==> src/rtl/period_meter.sv <==
// Edge-to-edge period / high-time meter for a slow asynchronous input, with stall timeout.
// Optional single-cycle glitch filter enabled by defining PERIOD_METER_DEGLITCH_EN.
module period_meter #(
  parameter int unsigned     CLK_I_SPEED = 100000000,
  parameter int              CNT_W       = 32,
  parameter longint unsigned TIMEOUT_CYC = CLK_I_SPEED
) (
  input  logic             clk_i,
  input  logic             rst_i,
  input  logic             sig_i,
  output logic [CNT_W-1:0] period_o,
  output logic [CNT_W-1:0] high_o,
  output logic             timeout_o,
  output logic             valid_o,
  input  logic             ready_i,
  output logic             overrun_o
);

  localparam logic [CNT_W-1:0] TO_CYC = CNT_W'(TIMEOUT_CYC);
  localparam logic [CNT_W-1:0] ONE    = CNT_W'(1);

  typedef enum logic {WAIT_EDGE, MEASURE} state_t;

  typedef struct packed {
    logic [CNT_W-1:0] period;
    logic [CNT_W-1:0] high;
    logic             timeout;
  } result_t;

  state_t           state;
  logic             s1, s2, s3;
  logic             lvl;
  logic             rise;
  logic [CNT_W-1:0] cnt, hi_acc, cnt_inc;
  logic             res_fire, to_hit;
  result_t          res;

`ifdef PERIOD_METER_DEGLITCH_EN
  // s1 is the next s2 sample, so s1 == s2 means two consecutive equal s2 samples.
  logic flt;
  always_ff @(posedge clk_i) begin
    if (rst_i)         flt <= 1'b0;
    else if (s1 == s2) flt <= s2;
  end
  assign lvl = flt;
`else
  assign lvl = s2;
`endif

  assign rise    = lvl & ~s3;
  assign cnt_inc = cnt + ONE;
  assign to_hit  = (state == MEASURE) && !rise && (cnt_inc == TO_CYC);

  always_comb begin
    res_fire = 1'b0;
    res      = '0;
    if (state == MEASURE) begin
      if (rise) begin
        res_fire    = 1'b1;
        res.period  = cnt_inc;
        res.high    = hi_acc;
        res.timeout = 1'b0;
      end else if (to_hit) begin
        res_fire    = 1'b1;
        res.period  = TO_CYC;
        res.high    = hi_acc;
        res.timeout = 1'b1;
      end
    end
  end

  always_ff @(posedge clk_i) begin
    if (rst_i) begin
      state     <= WAIT_EDGE;
      s1        <= 1'b0;
      s2        <= 1'b0;
      s3        <= 1'b0;
      cnt       <= '0;
      hi_acc    <= '0;
      period_o  <= '0;
      high_o    <= '0;
      timeout_o <= 1'b0;
      valid_o   <= 1'b0;
      overrun_o <= 1'b0;
    end else begin
      s1 <= sig_i;
      s2 <= s1;
      s3 <= lvl;

      unique case (state)
        WAIT_EDGE: begin
          if (rise) begin
            state  <= MEASURE;
            cnt    <= '0;
            hi_acc <= ONE;
          end
        end
        MEASURE: begin
          if (rise) begin
            cnt    <= '0;
            hi_acc <= ONE;
          end else if (to_hit) begin
            state  <= WAIT_EDGE;
            cnt    <= '0;
            hi_acc <= '0;
          end else begin
            cnt    <= cnt_inc;
            hi_acc <= hi_acc + CNT_W'(lvl);
          end
        end
        default: state <= WAIT_EDGE;
      endcase

      // A new result may replace a held one only in the cycle it is being transferred.
      if (valid_o && ready_i) valid_o <= 1'b0;
      if (res_fire) begin
        if (!valid_o || ready_i) begin
          period_o  <= res.period;
          high_o    <= res.high;
          timeout_o <= res.timeout;
          valid_o   <= 1'b1;
        end else begin
          overrun_o <= 1'b1;
        end
      end
    end
  end

endmodule

==> config.mk <==
export PLATFORM = sky130hd
export DESIGN_NAME = period_meter
export DESIGN_NICKNAME = d
export VERILOG_FILES = /design/src/rtl/period_meter.sv
export SDC_FILE = /design/constraint.sdc
export NUM_CORES = 1
export LEC_CHECK = 0
export CELL_PAD_IN_SITES_DETAIL_PLACEMENT = 2
export CELL_PAD_IN_SITES_GLOBAL_PLACEMENT = 2
export CORE_ASPECT_RATIO = 0.8
export CORE_MARGIN = 1
export CORE_UTILIZATION = 34
export CTS_CLUSTER_SIZE = 25
export DETAILED_ROUTE_END_ITERATION = 7
export HOLD_SLACK_MARGIN = 0.12
export PLACE_DENSITY_LB_ADDON = 0.1
export SYNTH_ARGS = -nofsm -noshare
export SYNTH_HDL_FRONTEND = slang
export SYNTH_SLANG_ARGS = --single-unit
==> constraint.sdc <==
create_clock -name clk_i -period 4.41 [get_ports clk_i]
set_clock_uncertainty 0.1 [all_clocks]
set_input_delay 0.882 -clock clk_i [delete_from_list [all_inputs] [get_ports clk_i]]
set_output_delay 0.882 -clock clk_i [all_outputs]
set_load 0.05 [all_outputs]
### Word-level counts from Yosys, hierarchy flattened

Cells that the tools add are included.

| operators by class | value |
|---|---|
| add/subtract/negate cells | 2 |
| eq/ne operators | 2 |
| muxes and demuxes | 21 |
| bitwise operators | 4 |
| reductions and logical operators | 8 |

Operators by type and width:

| cell | number |
|---|---|
| $mux W32 | 6 |
| $mux W65 | 2 |
| $pmux W32 S2 | 2 |
| $mux W60 | 1 |
| $add A32 B1 Y32 | 1 |
| $add A32 B1 Y32 const B | 1 |
| $eq A32 B27 Y1 const B | 1 |
| $mux W1 | 9 |
| $reduce_and A2 Y1 | 2 |
| $logic_and A1 B1 Y1 | 3 |
| $not A1 Y1 | 3 |
| $logic_not A1 Y1 | 2 |
| $ne A2 B2 Y1 const B | 1 |
| $pmux W1 S2 | 1 |
| $and A1 B1 Y1 | 1 |
| $logic_or A1 B1 Y1 | 1 |

| storage, ports and cells | value |
|---|---|
| register bits after elaboration | 135 |
| input bits | 4 |
| output and inout bits | 67 |
| logic and storage cells | 48 |

### Depth between registers and ports, before layout

| depth | value |
|---|---|
| word-level depth | 9 |
| mapped depth | 13 |
| mapped depth without buffers | 10 |

### Least setup slack after synthesis

No wires, ideal clock.

| timing | value |
|---|---|
| kind | reg2reg |
| from | register cnt[0] |
| to | register high_o[12] |
| library setup time | 116 ps |
| data arrival time | 2982 ps |
| setup slack | 1212 ps |
| stages on the path, launching flop included | 14 |
| clock period less this slack | 3198 ps |
| cell sequence | dfxtp_1 > ha_1 > buf_2 > nand3_2 > or4_1 > buf_2 > nor3_2 > o211ai_1 > nor4_4 > nand4_2 > and2_1 > buf_6 > buf_6 > a31o_1 |

| on the way | value |
|---|---|
| longest elaborated chain between the ends | 7 |
| elaborated cells on any way between the ends | 10 |
| those cells by class | add/sub (1); eq/ne (1); mux (6); reduce/logical (2) |

Ends and longest elaborated chain:

| what | line | RTL |
|---|---|---|
| start: declaration | 34 | `logic [CNT_W-1:0] cnt, hi_acc, cnt_inc;` |
| start signal: assignment | 107 | `cnt <= cnt_inc;` |
| $add A32 B1 Y32 (*) | 51 | `assign cnt_inc = cnt + ONE;` |
| $eq A32 B27 Y1 (*) | 52 | `assign to_hit = (state == MEASURE) && !rise && (cnt_inc == TO_CYC);` |
| $logic_and A1 B1 Y1 (*) | 52 |  |
| $mux W1 | 63 | `end else if (to_hit) begin` |
| $mux W1 | 58 | `if (rise) begin` |
| $mux W1 | 57 | `if (state == MEASURE) begin` |
| $reduce_and A2 Y1 (no line) | -- |  |
| end signal: assignment | 119 | `high_o <= res.high;` |
| end: declaration | 12 | `output logic [CNT_W-1:0] high_o,` |

Mark *: on every way between the ends. The rest lies on a longest branch, timed or not.
A chain may end at the register's enable or synchronous reset.

### Worst setup path in the final report

| timing | value |
|---|---|
| from | register cnt[0] |
| to | register period_o[8] |

| on the way | value |
|---|---|
| longest elaborated chain between the ends | 7 |
| elaborated cells on any way between the ends | 10 |
| those cells by class | add/sub (1); eq/ne (1); mux (6); reduce/logical (2) |

Ends and longest elaborated chain:

| what | line | RTL |
|---|---|---|
| $add A32 B1 Y32 (*) | 51 |  |
| $eq A32 B27 Y1 | 52 |  |
| $logic_and A1 B1 Y1 | 52 |  |
| $mux W1 | 63 |  |
| $mux W1 | 58 |  |
| $mux W1 | 57 |  |
| $reduce_and A2 Y1 (no line) | -- |  |
| end signal: assignment | 118 | `period_o <= res.period;` |
| end: declaration | 11 | `output logic [CNT_W-1:0] period_o,` |

Marks and branches as above.

==> results summary <==
When the netlist entered floorplanning its net count stood at 810. For the pin with the worst max-slew slack, the measured transition is 877 ps. The remaining max-slew budget at the tightest pin came out at between 40% and 50%.

The routed layout has 6,440 vias. The remaining antenna violation count came out at 0. The total inserted antenna cells is 0. The length of the first detailed-routing pass in iterations is 4. After clock tree synthesis, the clock-pin slew on the worst setup and hold paths is approximately 70 ps. The final cycle utilization of the critical path came out at approximately nine tenths.

The insertion delay of the later-clocked pin in the worst-skew pair came out at 430 ps. In the final routed layout, each cell accounts on average for about 22 µm. The number of top-level design ports is between 70 and 80. The DRC violations left is 0. The starting density of the core is approximately a third.

The setup slack of the worst register-to-register path came out at 470 ps. Derived from the worst setup path, the maximum achievable clock frequency is about 0.25 GHz. The worst reg2reg path startpoint is cnt[0].

The number of enable flip-flop cells after synthesis is 0. The number of hold-repair buffers added at the cts stage is 0. The DRC marker count from the first detailed-route iteration came out at between 300 and 400. The worst reg2reg path endpoint is period_o[8]. The tightest min-delay check is of the reg -> reg type.

The data required time of the critical path came out at approximately 4600 ps. The share of total power in sequential cells came out at a little over two fifths. The number of hold-slack violations in the final timing report came to 0.

The share of layout cells above drive strength 1 came out at 9.84%. The total internal power came out at ~2.2 mW. The post-route setup TNS came out at 0 ps. Net switching is between 20 and 25% of the power. By area the synthesized netlist is led by sky130_fd_sc_hd__dfxtp_1 41%, sky130_fd_sc_hd__nand2_1 5.5%, sky130_fd_sc_hd__nor2_1 4.3%, sky130_fd_sc_hd__nand3_1 3.2%, sky130_fd_sc_hd__nand4_1 3.0%.

The start point of the worst hold path is s1. The total of warnings raised by yosys came out at 0. The fraction of power consumed by combinational cells is 3.4%. The switching power came out at about 0.71 mW. The HPWL reported at the end of detailed placement is 16.2 mm. The summed area of non-filler cells in the final layout is approximately 0.0081 mm². The post-layout minimum cycle time is between 3000 and 4000 ps. The number of cells on the worst hold path came out at 1. The final routed wirelength across all metal layers is approximately 24 mm. The post-cts sizing count is 0. The clock network power share came out at 53.7%. In this run the worst path has a maximum fanout of roughly 60.

TritonCTS built the clock tree. The category of the worst setup path launch point is a register. The type of destination of the critical path is a register.

By count the netlist is led by 135 x sky130_fd_sc_hd__dfxtp_1, 97 x sky130_fd_sc_hd__nand2_1, 76 x sky130_fd_sc_hd__nor2_1, 48 x sky130_fd_sc_hd__clkbuf_1, 42 x sky130_fd_sc_hd__nand3_1. The global placer's final weighted congestion came out at ~0.86. Summing internal, switching and leakage power gives 2.88 mW. The final-report setup violation count is 0. Across every metal layer, demand over resource in global routing totals between 20% and 30%. The number of vias per cell after detailed routing came out at around 5.8. The CTS sink count is around 140. The biggest area contributor in the post-synthesis netlist is sky130_fd_sc_hd__dfxtp_1. The number of global-route vias before repair came out at approximately 6,800. Buffers added to address setup during post-CTS repair amount to 0. The flow ran to the end, and the final reports show no timing, DRC or antenna violations.

The floorplan core area is about 0.019 mm². The post-synthesis sequential area ratio is between 40% and 50%. The final-stage net count is 849. The die span in x is about 160 µm. Setup repair after global routing left no endpoint under its margin. The pin count of the biggest net entering global routing is between 70 and 80. The maximum resistive drop on vdd came out at 0.199 mV. Port buffering added 70 buffers. The clock passes through at most 2 buffers. The static power due to leakage came out at around 2.7 nW.

The root buffer selected by CTS is sky130_fd_sc_hd__clkbuf_16. The area share of the largest cell type after synthesis is between 40% and 50%. The number of cells on the worst reg-to-reg path is 10. The post-synthesis instance area came out at ~0.0066 mm². The floorplan die area is ~0.020 mm². The data arrival at the endpoint of the critical path is 4170 ps. Of all flip-flops after synthesis, the portion carrying an async set or reset was 0%. The critical path in this run is classified as reg -> reg.

In the post-synthesis netlist, the cell with the most instances is sky130_fd_sc_hd__dfxtp_1. The first global-routing pass estimated 38.4 mm of wire. The max-capacitance violation count came out at 0. Clock tree synthesis inserted a total of 17 buffers. In the synthesized netlist the dominant register cell turns out to be sky130_fd_sc_hd__dfxtp_1.

The count of distinct cell types in the synthesized netlist came out at 64. The power density over the cells is 354 mW/mm². The final-report max-slew violation count is 0. The number of placement rows is 45.

The area added between synthesis and finish came out at 22.6%. The depth of the CTS H-tree is 4. The initial antenna violation count is 0. The die is roughly 130 µm tall. The flip-flop and latch count after synthesis is roughly 140. The overflow left after global routing came out at 0. Counting every instance in the synthesized netlist gives roughly 800.

The per-instance average area after synthesis is roughly 8.3 µm². Once placement finished, the instance area stood at around 0.0075 mm². The path with the worst hold slack has its endpoint at lvl.
[cell usage in the layout (no fill, tap or decap), types with 5 or more instances in the layout]
cell type                         netlist  routed
sky130_fd_sc_hd__buf_4                  1      21
sky130_fd_sc_hd__dfxtp_1              135     135
sky130_fd_sc_hd__or2_2                  5       5
sky130_fd_sc_hd__xor2_1                20      20
sky130_fd_sc_hd__a221oi_1               6       6
sky130_fd_sc_hd__and2_1                 8       8
sky130_fd_sc_hd__nand2_1               97      97
sky130_fd_sc_hd__inv_6                  0       5
sky130_fd_sc_hd__nand4_1               32      32
sky130_fd_sc_hd__a211oi_1               7       7
sky130_fd_sc_hd__a31o_1                13      13
sky130_fd_sc_hd__or3_1                  9       9
sky130_fd_sc_hd__clkdlybuf4s50_1        0      70
sky130_fd_sc_hd__a22oi_1               19      19
sky130_fd_sc_hd__nor2_1                76      74
sky130_fd_sc_hd__o211ai_1              10      10
sky130_fd_sc_hd__a31oi_1               19      19
sky130_fd_sc_hd__o21ai_0               17      17
sky130_fd_sc_hd__and4_1                 9       9
sky130_fd_sc_hd__nor3_1                12      12
sky130_fd_sc_hd__nor4_1                 9       9
sky130_fd_sc_hd__clkbuf_16              0      17
sky130_fd_sc_hd__and3_1                29      29
sky130_fd_sc_hd__o21ai_1               15      15
sky130_fd_sc_hd__o31ai_1               26      26
sky130_fd_sc_hd__a21oi_1               26      26
sky130_fd_sc_hd__xnor2_1               20      20
sky130_fd_sc_hd__nand3_1               42      41
sky130_fd_sc_hd__inv_1                  5       5
[worst max-delay path, stage by stage (launching register included)]
cell,delay [ps]
sky130_fd_sc_hd__dfxtp_1,490
sky130_fd_sc_hd__ha_1,390
sky130_fd_sc_hd__nand3_2,170
sky130_fd_sc_hd__or4_1,710
sky130_fd_sc_hd__o31a_1,360
sky130_fd_sc_hd__o21ai_1,260
sky130_fd_sc_hd__nor4_4,90
sky130_fd_sc_hd__nand4_2,90
sky130_fd_sc_hd__buf_4,510
sky130_fd_sc_hd__nand2_1,270
sky130_fd_sc_hd__o221a_2,340
[cells by family after synthesis]
group | count (synthesis) | share of synthesized area [%]
DFF | 135 | 40.7
and+or+nand+nor | 355 | 27.9
buffers and inverters | 78 | 5.24
AOI/OAI and AO/OA | 190 | 20.1
xor gates and xnor gates | 40 | 5.28
adders and majority gates | 4 | 0.754
[power groups by stage]
stage | registers [mW] | logic (mW) | clock network, mW
after global placement | 1.26 | 0.0950 | 0
after detailed placement | 1.26 | 0.0977 | 0
after floorplan | 1.26 | 0.0519 | 0
final | 1.23 | 0.0982 | 1.55
after global routing | 1.23 | 0.105 | 1.62
after CTS | 1.23 | 0.0983 | 1.58
[per-stage QoR]
step	cells	worst slack (ps)	utilization, %	hold WS (ps)
final	1112	465	42.7	340
after global routing	1112	254	42.7	365
after CTS	1112	451	42.7	342
after detailed placement	1080	470	39.4	327
after global placement	1080	722	39.4	332
after floorplan	802	1210	-	314
[area by class of cell]
cell class,instances,area (µm²)
fill,2146,10900
multi-input combinational,589,3590
sequential,135,2700
timing repair buffer,91,858
clock buffer,18,439
tap,258,323
clock inverter,14,188
inverter,7,26.3
[worst max-delay path by stage]
stage          cells after the start  startpoint  slack (ps)           end
2_1_floorplan                     13      cnt[0]        1210    high_o[12]
3_3_place_gp                      10      cnt[0]         720   period_o[8]
3_5_place_dp                      10      cnt[0]         470  period_o[22]
4_1_cts                           10      cnt[0]         450   period_o[8]
5_1_grt                           10      cnt[0]         250   period_o[8]
6_report                          10      cnt[0]         470   period_o[8]
[state kept, by name, summed over array words and instances, names as in the netlist]
| name | flops |
|---|---|
| s3 | 1 |
| cnt | 32 |
| valid_o | 1 |
| period_o | 32 |
| overrun_o | 1 |
| timeout_o | 1 |
| state | 1 |
| lvl | 1 |
| s1 | 1 |
| high_o | 32 |
| hi_acc | 32 |
[metal layers]
metal	GRT usage (%)	vias to the layer above	share of wire (%)
met3	4.65	19	3.6
met4	7.75	0	1.5
met2	38.3	117	45
met1	35.6	3284	50
met5	0	-	0
li1	-	3020	-
Power figures use the tool's default switching activity.
